==> src/rtl/instr_encoder.sv <==
// MIPS instruction encoder: validates a request, packs R/I/J fields,
// and queues the encoded words in a small FIFO with a registered head.
module instr_encoder #(
  parameter int DEPTH = 4
) (
  input  logic                     clk,
  input  logic                     rst_b,
  input  logic                     req_valid,
  output logic                     req_ready,
  input  logic [1:0]               req_fmt,
  input  logic [5:0]               req_op,
  input  logic [4:0]               req_rs,
  input  logic [4:0]               req_rt,
  input  logic [4:0]               req_rd,
  input  logic [4:0]               req_shamt,
  input  logic [25:0]              req_imm,
  output logic                     out_valid,
  input  logic                     out_ready,
  output logic [31:0]              out_instr,
  output logic                     err,
  output logic [7:0]               err_code,
  output logic [$clog2(DEPTH):0]   level,
  output logic [15:0]              enc_count
);

  localparam int AW = $clog2(DEPTH);

  logic        sup;
  logic [31:0] word;

  always_comb begin
    sup  = 1'b0;
    word = '0;
    unique case (req_fmt)
      2'd0: begin
        unique case (req_op)
          6'h00, 6'h02, 6'h03: begin
            sup  = 1'b1;
            word = {6'd0, req_rs, req_rt, req_rd,
                    req_shamt, req_op};
          end
          6'h08: begin
            sup  = 1'b1;
            word = {6'd0, req_rs, 15'd0, req_op};
          end
          6'h04, 6'h06, 6'h18, 6'h1A,
          6'h20, 6'h21, 6'h22, 6'h23,
          6'h24, 6'h25, 6'h26, 6'h27,
          6'h2A: begin
            sup  = 1'b1;
            word = {6'd0, req_rs, req_rt, req_rd,
                    5'd0, req_op};
          end
          default: ;
        endcase
      end
      2'd1: begin
        unique case (req_op)
          6'h04, 6'h05, 6'h06, 6'h07,
          6'h08, 6'h09, 6'h0A, 6'h0C,
          6'h0D, 6'h0E, 6'h0F, 6'h20,
          6'h23, 6'h28, 6'h2B: begin
            sup  = 1'b1;
            word = {req_op, req_rs, req_rt,
                    req_imm[15:0]};
          end
          default: ;
        endcase
      end
      2'd2: begin
        unique case (req_op)
          6'h02, 6'h03: begin
            sup  = 1'b1;
            word = {req_op, req_imm};
          end
          default: ;
        endcase
      end
      default: ;
    endcase
  end

  logic [AW-1:0] wr_q, wr_d;
  logic [AW-1:0] rd_q, rd_d;
  logic [AW:0]   lvl_q, lvl_d;
  logic [15:0]   cnt_q, cnt_d;
  logic          err_q, err_d;
  logic [7:0]    code_q, code_d;
  logic [31:0]   mem_q [DEPTH];
  logic          push, pop, rej;

  // Rejected requests never occupy a slot, so they are taken even when full.
  assign req_ready = !lvl_q[AW] || out_ready || !sup;
  assign pop       = (lvl_q != '0) && out_ready;
  assign push      = req_valid && req_ready && sup;
  assign rej       = req_valid && !sup;

  always_comb begin
    wr_d   = wr_q;
    rd_d   = rd_q;
    lvl_d  = lvl_q;
    cnt_d  = cnt_q;
    err_d  = rej;
    code_d = code_q;
    if (push) begin
      wr_d  = wr_q + AW'(1);
      cnt_d = cnt_q + 16'd1;
    end
    if (pop) rd_d = rd_q + AW'(1);
    if (rej) code_d = {req_fmt, req_op};
    unique case ({push, pop})
      2'b10:   lvl_d = lvl_q + (AW+1)'(1);
      2'b01:   lvl_d = lvl_q - (AW+1)'(1);
      default: lvl_d = lvl_q;
    endcase
  end

  always_ff @(posedge clk or negedge rst_b) begin
    if (!rst_b) begin
      wr_q   <= '0;
      rd_q   <= '0;
      lvl_q  <= '0;
      cnt_q  <= '0;
      err_q  <= 1'b0;
      code_q <= '0;
    end else begin
      wr_q   <= wr_d;
      rd_q   <= rd_d;
      lvl_q  <= lvl_d;
      cnt_q  <= cnt_d;
      err_q  <= err_d;
      code_q <= code_d;
    end
  end

  always_ff @(posedge clk) begin
    if (push) mem_q[wr_q] <= word;
  end

  assign out_valid = (lvl_q != '0);
  assign out_instr = out_valid ? mem_q[rd_q] : '0;
  assign err       = err_q;
  assign err_code  = code_q;
  assign level     = lvl_q;
  assign enc_count = cnt_q;

endmodule
==> config.mk <==
export PLATFORM = sky130hd
export DESIGN_NAME = instr_encoder
export DESIGN_NICKNAME = d
export VERILOG_FILES = /design/src/rtl/instr_encoder.sv
export SDC_FILE = /design/constraint.sdc
export NUM_CORES = 1
export LEC_CHECK = 0
export BUFFER_PORTS_ARGS = -buffer_cell sky130_fd_sc_hd__buf_2
export CAP_MARGIN = 15
export CORE_MARGIN = 4
export CORE_UTILIZATION = 50
export CTS_CLUSTER_SIZE = 40
export DETAILED_ROUTE_END_ITERATION = 8
export PLACE_DENSITY_LB_ADDON = 0.25
export SLEW_MARGIN = 10
export SYNTH_ARGS = -nofsm -noshare
export SYNTH_HDL_FRONTEND = slang
export SYNTH_SLANG_ARGS = --single-unit
==> constraint.sdc <==
create_clock -name clk -period 3.35 [get_ports clk]
set_input_delay 0.1675 -clock clk [delete_from_list [all_inputs] [get_ports clk]]
set_output_delay 0.1675 -clock clk [all_outputs]
set_load 0.005 [all_outputs]
# After elaboration in Yosys (flattened, before gate mapping)

Memory sizes are Yosys's and may differ from the RTL's.
Index checks and enable logic that the tools add are counted.

Flip-flop bits (word level): 32
RAM bits: 128
Input bits: 58
Output and inout port bits: 62
Memories kept: 1

Memory list:

| name  | words | width | read ports | clocked after memory_dff | write ports | line | source |
|---|---|---|---|---|---|---|---|
| mem_q | 4     | 32    | 1          | 0                        | 1           | 89   | `logic [31:0] mem_q [DEPTH];` |

$add $sub $neg: 5
Equality and inequality tests: 30
Muxes and demuxes: 12
Reductions and logical operators: 17

Operators by type and width:

| kind                  | number |
|---|---|
| $mux 32               | 3 |
| $pmux 32 s3           | 1 |
| $pmux 26 s3           | 1 |
| $eq 6x6->1 const B    | 11 |
| $eq 6x4->1 const B    | 7 |
| $eq 6x3->1 const B    | 4 |
| $reduce_or 17->1      | 1 |
| $add 16x1->16 const B | 1 |
| $reduce_or 15->1      | 1 |
| $reduce_or 13->1      | 1 |
| $eq 6x2->1 const B    | 2 |
| $eq 6x5->1 const B    | 2 |
| $logic_not 6->1       | 1 |
| $pmux 3 s2            | 1 |
| $mux 1                | 5 |
| $add 2x1->2 const B   | 2 |
| $eq 2x1->1 const B    | 2 |
| $eq 2x2->1 const B    | 2 |
| $logic_and 1x1->1     | 4 |
| $add 3x1->3 const B   | 1 |
| $pmux 1 s3            | 1 |
| $reduce_bool 3->1     | 1 |
| $reduce_or 3->1       | 1 |
| $sub 3x1->3 const B   | 1 |
| other kinds (5)       | 7 |

# Logic depth before layout (Yosys ltp)

Gate-level depths: netlist of the first run.

Depth after elaboration: 10
Mapped depth: 12
Depth with buffers taken out: 11

# Worst setup path before layout of the first run

No wires, ideal clock.

Path kind: input to register
From: in req_op[2]
To: mem mem_q[0][0] (enable)
Setup time: 0.392 ns
Arrival time: 2.151 ns
Data required time: 2.958 ns
Path slack: 0.807 ns
Stages: 6
Buffers on the path: 1
Path through: buf_2 -> nor4_1 -> and4b_1 -> a31oi_4 -> a31oi_4 -> and2_1

Word-level cells in the longest chain between the ends: 10
Elaborated cells on any way between the ends: 40
Classes of those cells: eq/ne (26); mux (6); reduce/logical (8)

RTL lines:

| item                                               | line       | source |
|---|---|---|
| start: declaration                                 | 11         | `input logic [5:0] req_op,` |
| $eq 6x2->1 (tied with other cells)                 | 36, 71     |  |
| $reduce_or 17->1 (no line) (tied with other cells) | n/a        |  |
| $mux 1, on equally long branches                   | 36, 58, 71 |  |
| $pmux 1 s3 *                                       | 34         | `unique case (req_fmt)` |
| $logic_not 1->1                                    | 93         | `assign req_ready = !lvl_q[AW] \|\| out_ready \|\| !sup;` |
| $logic_or 1x1->1                                   | 93         |  |
| $logic_and 1x1->1                                  | 95         | `assign push = req_valid && req_ready && sup;` |
| $logic_and 1x1->1 *                                | 95         |  |
| $mux 1 *                                           | 137        | `if (push) mem_q[wr_q] <= word;` |
| $mux 1 (not written as such) *                     | 137        |  |
| end: declaration                                   | 89         |  |

Every way passes the cells marked *; elsewhere a longest branch is shown, timed or not.

# Final worst setup path of the first run

From: reg rd_q[0]
To: out out_instr[21]

Word-level cells in the longest chain between the ends: 2

RTL lines:

| item                     | line | source |
|---|---|---|
| start: declaration       | 84   | `logic [AW-1:0] rd_q, rd_d;` |
| start signal: assignment | 128  | `rd_q <= rd_d;` |
| $mem_v2 4x32             | n/a  |  |
| $mux 32                  | 141  | `assign out_instr = out_valid ? mem_q[rd_q] : '0;` |
| end: declaration         | 19   | `output logic [31:0] out_instr,` |

Every way passes these cells.

==> run summary, run 1 <==
Peak VDD IR - 0.000557 V
LEAKAGE - 3.28 nW
DIE HEIGHT - 126 um
CTS resizes - 0
Cells after Synth - 407
syn avg cell area - 17.0 um^2
actual slew at the worst max-slew pin - 0.833 ns
Root Driver - clkbuf_16
final instance area - 8390 um^2
MaxCap Viol Count - 0
DP Cell Count - 696
WP data arrival - 2.34 ns
Die X - 126 um
die area - 15800 um^2
clk_skew - 0.00428 ns
placed cell area - 7800 um^2
Max Transition Viols Final - 0
diode count - 0
H-tree Lvls - 4
detailed-route wire length per cell - 20.1 um
grt ovf - 0
DRC viols - 0
pin count of the biggest net entering global routing - 35
Slew headroom - 44.5%
core footprint - 13400 um^2
Synth cell types - 50
Final min period - 2.51 ns
Tot GR Track Use - 19.2%
required time worst endpoint - 3.18 ns
CTS tree - yes
nets - 605
Crit. End Element - primary output
Setup violations, final - 0
Initial Util - 51.7%
post-synthesis cell area - 6920 um^2
number of synthesized flops with an enable pin - 128
Seq/Total Area, Yosys - 67.1%
DR pass1 iterations - 4
CTS Buf Count - 17
clock tree sinks - 160
final non-filler cell total - 729
Crit Path Max Fanout - 19
FP Rows - 42
via total after detailed routing - 4064
vias in the first global route - 4335
postcts setup bufs - 0
Seq cells post-synth - 160
fmax - 399 MHz
status - complete, no violations
Hold Violations, Final - 0
antenna violations before repair - 0
area delta synth->final - 21.1%
Final Cycle Share - 74.9%
Synth Flop Type - edfxtp_1
antenna viol nets, final - 0
pwr dens - 696 nW/um^2
Port-buffer cells - 119
ys async rst share - 20.0%
Iteration-0 DRC Markers - 400
Clock Path Buffers - 2
TNS Setup - 0 ns
Worst-Skew Late Latency - 0.41 ns
via/cell ratio - 5.57
Placer Congestion - 0.839
Clk pin slew, worst setup/hold paths - 0.06 ns
WS Path Type - reg -> out
Hold WC Path Type - in -> reg
Synth Warn # - 0
I/O pin count - 120
HPWL after DPL - 9.93 mm
RSZ-0062 raised after global routing - false
layout cell share with drive strength beyond 1 - 38.7%
Routed WL - 14.6 mm
CP Launch Type - flip-flop
global-route wire length before repair - 23.5 mm
==> sequential cells by signal (all words and copies together), names as in the netlist <==
| name | flops |
|---|---|
| wr_q | 2 |
| err_code | 8 |
| mem_q | 128 |
| level | 3 |
| rd_q | 2 |
| enc_count | 16 |
| err | 1 |
==> worst paths after layout <==
check	startpoint	endpoint	slack, ns	cells after the start
hold reg to reg	enc_count[15]	enc_count[15]	0.47	1
max in group asynchronous	rst_b	rd_q[0]	2.49	2
setup / recovery	rd_q[0]	out_instr[21]	0.84	4
min in group asynchronous	rst_b	level[0]	0.35	2
hold / removal	req_fmt[0]	err_code[6]	0.08	2
setup reg to reg	level[2]	level[2]	0.93	11
==> layer usage <==
metal	global-route usage, %	wire, um	vias up	share of wire [%]
met1	26.0	6250	2035	43
met4	8.29	246	0	1.7
met5	0	0	-	0
met2	30.0	7100	142	49
met3	4.83	1030	20	7.0
li1	-	-	1867	-
==> placed cells by master (no fill, tap or decap), drive strengths merged, types with 6 or more instances in the layout <==
master | netlist | layout
dfrtp | 32 | 32
a31oi | 11 | 11
mux2 | 10 | 10
nand2 | 11 | 11
and2 | 40 | 40
edfxtp | 128 | 128
clkinv | 0 | 9
inv | 10 | 10
clkbuf | 12 | 20
nand3 | 7 | 7
xor2 | 18 | 18
ha | 6 | 6
buf | 9 | 131
a22o | 24 | 24
mux4 | 32 | 32
==> power by group <==
group          total (mW)  switching, mW  internal [mW]
Combinational        1.50          0.658          0.847
Clock                1.88          0.722           1.16
Sequential           2.45          0.174           2.27
==> Yosys cell counts, drive strengths merged, types with 2 or more instances <==
| cell type | instances | share of area (%) |
|---|---|---|
| a21oi | 3 | 0.22 |
| a22o | 24 | 3.0 |
| a311oi | 5 | 0.63 |
| a31oi | 11 | 1.4 |
| and2 | 40 | 3.6 |
| and3 | 3 | 0.27 |
| and4 | 2 | 0.25 |
| buf | 9 | 0.63 |
| clkbuf | 12 | 0.65 |
| dfrtp | 32 | 12 |
| edfxtp | 128 | 56 |
| ha | 6 | 1.1 |
| inv | 10 | 0.54 |
| mux2 | 10 | 1.6 |
| mux4 | 32 | 10 |
| nand2 | 11 | 0.63 |
| nand2b | 3 | 0.27 |
| nand3 | 7 | 0.51 |
| nand4 | 5 | 0.67 |
| nor2 | 5 | 0.27 |
| nor2b | 4 | 0.36 |
| nor4 | 2 | 0.18 |
| nor4b | 2 | 0.34 |
| o21ai | 3 | 0.27 |
| xnor2 | 3 | 0.38 |
| xor2 | 18 | 2.3 |
==> what timing repair did <==
| item | CTS | global route |
|---|---|---|
| endpoints found under the setup margin | 0 | 0 |
| endpoints found under the hold margin | 32 | 0 |
| hold buffers | 1 | 0 |
==> per-stage QoR <==
step / hold WS [ns] / worst slack, ns / util, % / total power [mW]
3_3_place_gp: 0.251 / 0.691 / 58.2 / 4.00
4_1_cts: 0.0649 / 0.748 / 62.6 / 5.91
6_report: 0.0825 / 0.842 / 62.6 / 5.84
2_1_floorplan: -0.128 / 0.807 / - / 3.40
3_5_place_dp: 0.268 / 0.546 / 58.2 / 4.02
5_1_grt: 0.0866 / 0.667 / 62.6 / 6.15
==> cell families after synthesis <==
kind of cell	synth area share [%]
AOI/OAI and AO/OA	6.74
xor gates and xnor gates	2.66
DFF	67.1
muxes	12.2
buffers and inverters	1.83
and+or+nand+nor	8.10
adders and majority gates	1.37
other	0.0542
==> area by class of cell <==
class                      instances  area (um^2)
clock buffer                      20          437
fill                             973         5010
timing repair buffer             132          733
tap                              176          220
multi-input combinational        219         2170
inverter                          10         37.5
clock inverter                    12          143
sequential                       160         4650
==> worst max-delay path: stages (launching register included) <==
cell and delay (ns):
dfrtp_2 0.79, buf_4 0.32, mux4_2 0.53, and2_1 0.17, buf_2 0.12
Note: power is estimated with default switching activity, not from simulation.
==> inputs of run 2 (changes only) <==
- clock period: 3.35 -> 2.57 ns (I/O delays scaled with it)
==> run summary, run 2 (synthesized netlist as in run 1, its figures left out) <==
Die X - 126 um (unchanged)
Hold WC Path Type - in -> reg (unchanged)
worst slack at placement - -0.0767 ns (was 0.546 ns)
R2R Path Start - level[2] (unchanged)
vias in the first global route - 4322 (was 4335)
placed cell area - 7840 um^2 (was 7800 um^2)
postcts setup bufs - 0 (unchanged)
Worst Hold Depth - 2 (unchanged)
global-route wire length before repair - 23.2 mm (was 23.5 mm)
detailed-route wire length per cell - 19.7 um (was 20.1 um)
Crit. Startpoint - req_op[0] (was rd_q[0])
FP Rows - 42 (unchanged)
Hold EP - err_code[6] (unchanged)
Root Driver - clkbuf_16 (unchanged)
reg2reg path depth - 11 (unchanged)
pwr dens - 900 nW/um^2 (was 696 nW/um^2)
HPWL after DPL - 9.48 mm (was 9.93 mm)
via/cell ratio - 5.57 (about the same)
r2r endpoint - level[2] (unchanged)
LEAKAGE - 3.30 nW (was 3.28 nW)
clock tree sinks - 160 (unchanged)
final core utilization - 62.9% (was 62.6%)
number of flip-flops under the largest register name - 128 (unchanged)
Max Transition Viols Final - 0 (unchanged)
Initial Util - 51.7% (unchanged)
TNS Setup - 0 ns (unchanged)
Peak VDD IR - 0.000533 V (was 0.000557 V)
Crit Path Max Fanout - 19 (unchanged)
nets - 608 (was 605)
Iteration-0 DRC Markers - 274 (was 400)
Crit. End Element - flip-flop (was primary output)
antenna violations before repair - 0 (unchanged)
Setup violations, final - 0 (unchanged)
Routed WL - 14.4 mm (was 14.6 mm)
Hold Crit Start - req_fmt[0] (unchanged)
final instance area - 8430 um^2 (was 8390 um^2)
flop2flop setup slack - 0.54 ns (was 0.93 ns)
CP Launch Type - input port (was flip-flop)
core footprint - 13400 um^2 (unchanged)
Placer Congestion - 0.825 (was 0.839)
CTS tree - yes (unchanged)
antenna viol nets, final - 0 (unchanged)
Clk pin slew, worst setup/hold paths - 0.06 ns (about the same)
CTS Buf Count - 17 (unchanged)
Hold Violations, Final - 0 (unchanged)
Final Cycle Share - 87.0%
layout cell share with drive strength beyond 1 - 39.2% (was 38.7%)
WS Path Type - in -> reg (was reg -> out)
RSZ-0062 raised after global routing - false (unchanged)
area delta synth->final - 21.8% (was 21.1%)
Slew headroom - 41.2% (was 44.5%)
DIE HEIGHT - 126 um (unchanged)
Most flops, register - mem_q (unchanged)
commonest non-fill, non-tap cells in the layout - edfxtp_1 (128), buf_2 (119), and2_1 (36) (unchanged)
Tot GR Track Use - 19.1% (was 19.2%)
required time worst endpoint - 2.91 ns (was 3.18 ns)
Final min period - 2.24 ns
DR pass1 iterations - 4 (unchanged)
I/O pin count - 120 (unchanged)
H-tree Lvls - 4 (unchanged)
Worst-Skew Late Latency - 0.41 ns (about the same)
WP data arrival - 2.57 ns (was 2.34 ns)
Final WS setup - 0.335 ns (was 0.842 ns)
Power Total - 7.59 mW (was 5.84 mW)
via total after detailed routing - 4080 (was 4064)
clk_skew - 0.00730 ns (was 0.00428 ns)
fmax - 447 MHz
diode count - 0 (unchanged)
DRC viols - 0 (unchanged)
Port-buffer cells - 119 (unchanged)
Clock Path Buffers - 2 (unchanged)
MaxCap Viol Count - 0 (unchanged)
most common cell after layout, fill and taps aside - edfxtp_1 (unchanged)
pin count of the biggest net entering global routing - 35 (unchanged)
grt ovf - 0 (unchanged)
status - complete, no violations (unchanged)
die area - 15800 um^2 (unchanged)
actual slew at the worst max-slew pin - 0.882 ns (was 0.833 ns)
-- run 2: report_power, final --
group          internal [mW]  leakage (nW)  total (mW)  switching (mW)
clock network           1.51         0.279        2.45           0.940
registers               2.97          1.59        3.08           0.111
logic                   1.11          1.43        2.06           0.949
total                   5.59          3.30        7.59            2.00
-- run 2: repair_timing --
action,in CTS,in global routing
hold buffers,1,0
hold endpoints to repair,32,0
gates resized for setup,0,0
endpoints found under the setup margin,0,0
-- run 2: stage by stage --
step | std cells | hold WS, ns
global placement | 699 | 0.214
CTS | 732 | 0.0304
finish | 732 | 0.0451
floorplan | 410 | -0.167
global route | 732 | 0.0414
detailed placement | 699 | 0.219
-- run 2: layout make-up --
class / count / area [um^2]
Timing Repair Buffer: 135 / 781
Inverter: 10 / 37.5
Tap cell: 176 / 220
Sequential cell: 160 / 4650
Clock buffer: 19 / 433
Multi-Input combinational cell: 219 / 2170
Clock inverter: 13 / 145
Fill cell: 1006 / 4970
-- run 2: worst max-delay path, cell delays in order --
cell,delay (ns)
buf_2,0.17
nor2b_1,0.21
o21ai_0,0.18
a31oi_4,0.58
a31oi_4,0.17
inv_1,0.09
ha_1,0.19
inv_1,0.07
fa_1,0.37
xor2_1,0.15
nor2_1,0.11
xor2_1,0.16
-- run 2: worst max path at each step --
| stage | end | depth (start not counted) |
|---|---|---|
| 2_1_floorplan | mem_q[2][0] | 6 |
| 3_3_place_gp | level[2] | 12 |
| 3_5_place_dp | level[2] | 12 |
| 4_1_cts | level[2] | 12 |
| 5_1_grt | level[2] | 12 |
| 6_report | level[2] | 12 |
-- run 2: layer usage --
layer / routed length (um) / track usage (%)
met5: 0 / 0
met4: 242 / 6.76
met3: 1010 / 4.66
met2: 7010 / 30.2
met1: 6170 / 26.1
==> inputs of run 3 (changes only) <==
- BUFFER_PORTS_ARGS: -buffer_cell sky130_fd_sc_hd__buf_2 -> default
- DONT_BUFFER_PORTS: default -> 1
==> run summary, run 3 (synthesized netlist as in run 1, its figures left out) <==
status - complete, no violations (unchanged)
actual slew at the worst max-slew pin - 0.670 ns (was 0.882 ns)
grt ovf - 0 (unchanged)
Hold Crit Start - req_imm[13] (was req_fmt[0])
Tot GR Track Use - 19.0% (was 19.1%)
H-tree Lvls - 4 (unchanged)
DR pass1 iterations - 4 (unchanged)
Worst Hold Depth - 1 (was 2)
die area - 15800 um^2 (unchanged)
r2r endpoint - level[2] (unchanged)
clk_skew - 0.00948 ns (was 0.00730 ns)
Root Driver - clkbuf_16 (unchanged)
flop2flop setup slack - 0.53 ns (was 0.54 ns)
diode count - 0 (unchanged)
Hold Violations, Final - 0 (unchanged)
Setup violations, final - 0 (unchanged)
Power Total - 7.20 mW (was 7.59 mW)
pin count of the biggest net entering global routing - 34 (was 35)
Hold WC Path Type - in -> reg (unchanged)
core footprint - 13400 um^2 (unchanged)
antenna viol nets, final - 0 (unchanged)
Peak VDD IR - 0.000430 V (was 0.000533 V)
Crit. End Element - primary output (was flip-flop)
R2R Path Start - level[2] (unchanged)
vias in the first global route - 3971 (was 4322)
CP Launch Type - flip-flop (was input port)
MaxCap Viol Count - 0 (unchanged)
DRC viols - 0 (unchanged)
pwr dens - 884 nW/um^2 (was 900 nW/um^2)
Most flops, register - mem_q (unchanged)
Clk pwr share - 32.9% (was 32.3%)
P_int - 5.30 mW (was 5.59 mW)
Sw Ratio - 26.4% (was 26.3%)
WS Path Type - reg -> out (was in -> reg)
CTS resizes - 0 (unchanged)
DP Cell Count - 582 (was 699)
crit path cell chain - buf_4, mux4_2, and2_1 (was buf_2, nor2b_1, o21ai_0, a31oi_4, a31oi_4, inv_1, ha_1, inv_1, fa_1, xor2_1, nor2_1, xor2_1)
CTS tree - yes (unchanged)
area delta synth->final - 17.6% (was 21.8%)
Die X - 126 um (unchanged)
reg2reg path depth - 11 (unchanged)
CTS Buf Count - 17 (unchanged)
number of flip-flops under the largest register name - 128 (unchanged)
Final min period - 2.24 ns (about the same)
most common cell after layout, fill and taps aside - edfxtp_1 (unchanged)
TNS Setup - 0 ns (unchanged)
Buf/Inv on CP - 1 (was 3)
via total after detailed routing - 3849 (was 4080)
Worst-Skew Late Latency - 0.41 ns (about the same)
Post-CTS Hold Fix Bufs - 29 (was 1)
Port-buffer cells - 0 (was 119)
commonest non-fill, non-tap cells in the layout - edfxtp_1 (128), and2_1 (36), mux4_2 (32) (was edfxtp_1 (128), buf_2 (119), and2_1 (36))
Clock Path Buffers - 2 (unchanged)
Final Cycle Share - 87.1% (was 87.0%)
critical path's slowest cell - dfrtp_2 (was a31oi_4)
RSZ-0062 raised after global routing - false (unchanged)
Iteration-0 DRC Markers - 375 (was 274)
HPWL after DPL - 9.66 mm (was 9.48 mm)
crit-path max cell delay - 0.66 ns (was 0.58 ns)
sequential power share - 45.0% (was 40.5%)
fmax - 447 MHz (about the same)
LEAKAGE - 2.94 nW (was 3.30 nW)
Routed WL - 14.5 mm (was 14.4 mm)
I/O pin count - 120 (unchanged)
Initial Util - 51.7% (unchanged)
detailed-route wire length per cell - 22.6 um (was 19.7 um)
layout cell share with drive strength beyond 1 - 21.8% (was 39.2%)
Net Sw Power - 1.90 mW (was 2.00 mW)
required time worst endpoint - 2.44 ns (was 2.91 ns)
antenna violations before repair - 0 (unchanged)
Clk pin slew, worst setup/hold paths - 0.06 ns (about the same)
Slew headroom - 55.3% (was 41.2%)
nets - 519 (was 608)
Max Transition Viols Final - 0 (unchanged)
Worst path top cell family by delay - flip-flops (was compound AO/OA/AOI/OAI gates)
Crit Path Max Fanout - 14 (was 19)
final non-filler cell total - 643 (was 732)
Hold EP - mem_q[1][13] (was err_code[6])
via/cell ratio - 5.99 (was 5.57)
Comb pwr share - 22.1% (was 27.2%)
Placer Congestion - 0.824 (was 0.825)
postcts setup bufs - 0 (unchanged)
DIE HEIGHT - 126 um (unchanged)
global-route wire length before repair - 22.8 mm (was 23.2 mm)
clock tree sinks - 160 (unchanged)
WP data arrival - 2.11 ns (was 2.57 ns)
FP Rows - 42 (unchanged)
[run 3: changes by cell type in the layout (fill, tap and decap cells not counted)]
cell / change
clkbuf_8: +5
buf_2: -119
clkinv_1: -2
bufinv_16: -2
buf_4: +1
clkbuf_1: +3
dfrtp_1: -1
clkinv_4: -1
dfrtp_2: +1
clkinv_2: -3
dlygate4sd3_1: +27
buf_12: +2
[run 3: final cells by class]
type | count | area (um^2)
timing repair buffer | 46 | 503
multi-input combinational | 219 | 2170
inverter | 10 | 37.5
clock buffer | 27 | 513
clock inverter | 5 | 53.8
tap | 176 | 220
sequential | 160 | 4650
fill | 985 | 5260
[run 3: stage by stage]
step | util (%) | setup WS [ns] | hold slack [ns] | area [um^2]
floorplan | - | 0.0656 | -0.167 | 6940
global placement | 54.3 | 0.262 | -0.166 | 7280
detailed placement | 54.3 | 0.133 | -0.166 | 7280
CTS | 60.8 | 0.252 | 0.0000821 | 8140
global route | 60.8 | 0.192 | 0.000976 | 8140
finish | 60.8 | 0.333 | 0.0178 | 8140
[run 3: routing by layer]
| layer | routed length (um) | global-route usage (%) | share of wire, % |
|---|---|---|---|
| met1 | 5970 | 25.2 | 41 |
| met2 | 7180 | 30.1 | 50 |
| met3 | 1210 | 5.93 | 8.3 |
| met4 | 141 | 6.31 | 0.97 |
| met5 | 0 | 0 | 0 |
[run 3: worst max path at each step]
stage	to	slack (ns)	startpoint	depth (start not counted)
3_3_place_gp	level[2]	0.26	req_op[2]	11
2_1_floorplan	mem_q[2][0]	0.07	req_op[2]	6
4_1_cts	out_instr[19]	0.25	rd_q[0]	3
3_5_place_dp	level[2]	0.13	req_op[0]	11
5_1_grt	out_instr[1]	0.19	rd_q[0]	3
6_report	out_instr[19]	0.33	rd_q[0]	3
[run 3: power groups by stage]
stage | clock network [mW] | logic (mW) | registers [mW]
floorplan | 0 | 1.33 | 3.10
global placement | 0 | 1.55 | 3.30
CTS | 2.42 | 1.63 | 3.25
global route | 2.54 | 1.74 | 3.28
detailed placement | 0 | 1.58 | 3.30
finish | 2.37 | 1.59 | 3.24
[run 3: worst register-to-register path: stages, from the launching register on]
cell and delay (ns):
dfrtp_1 0.44, nand2b_1 0.11, and2_1 0.18, inv_1 0.10, a31oi_4 0.04, inv_1 0.09
ha_1 0.18, inv_1 0.06, fa_1 0.37, xor2_1 0.15, nor2_1 0.11, xor2_1 0.14
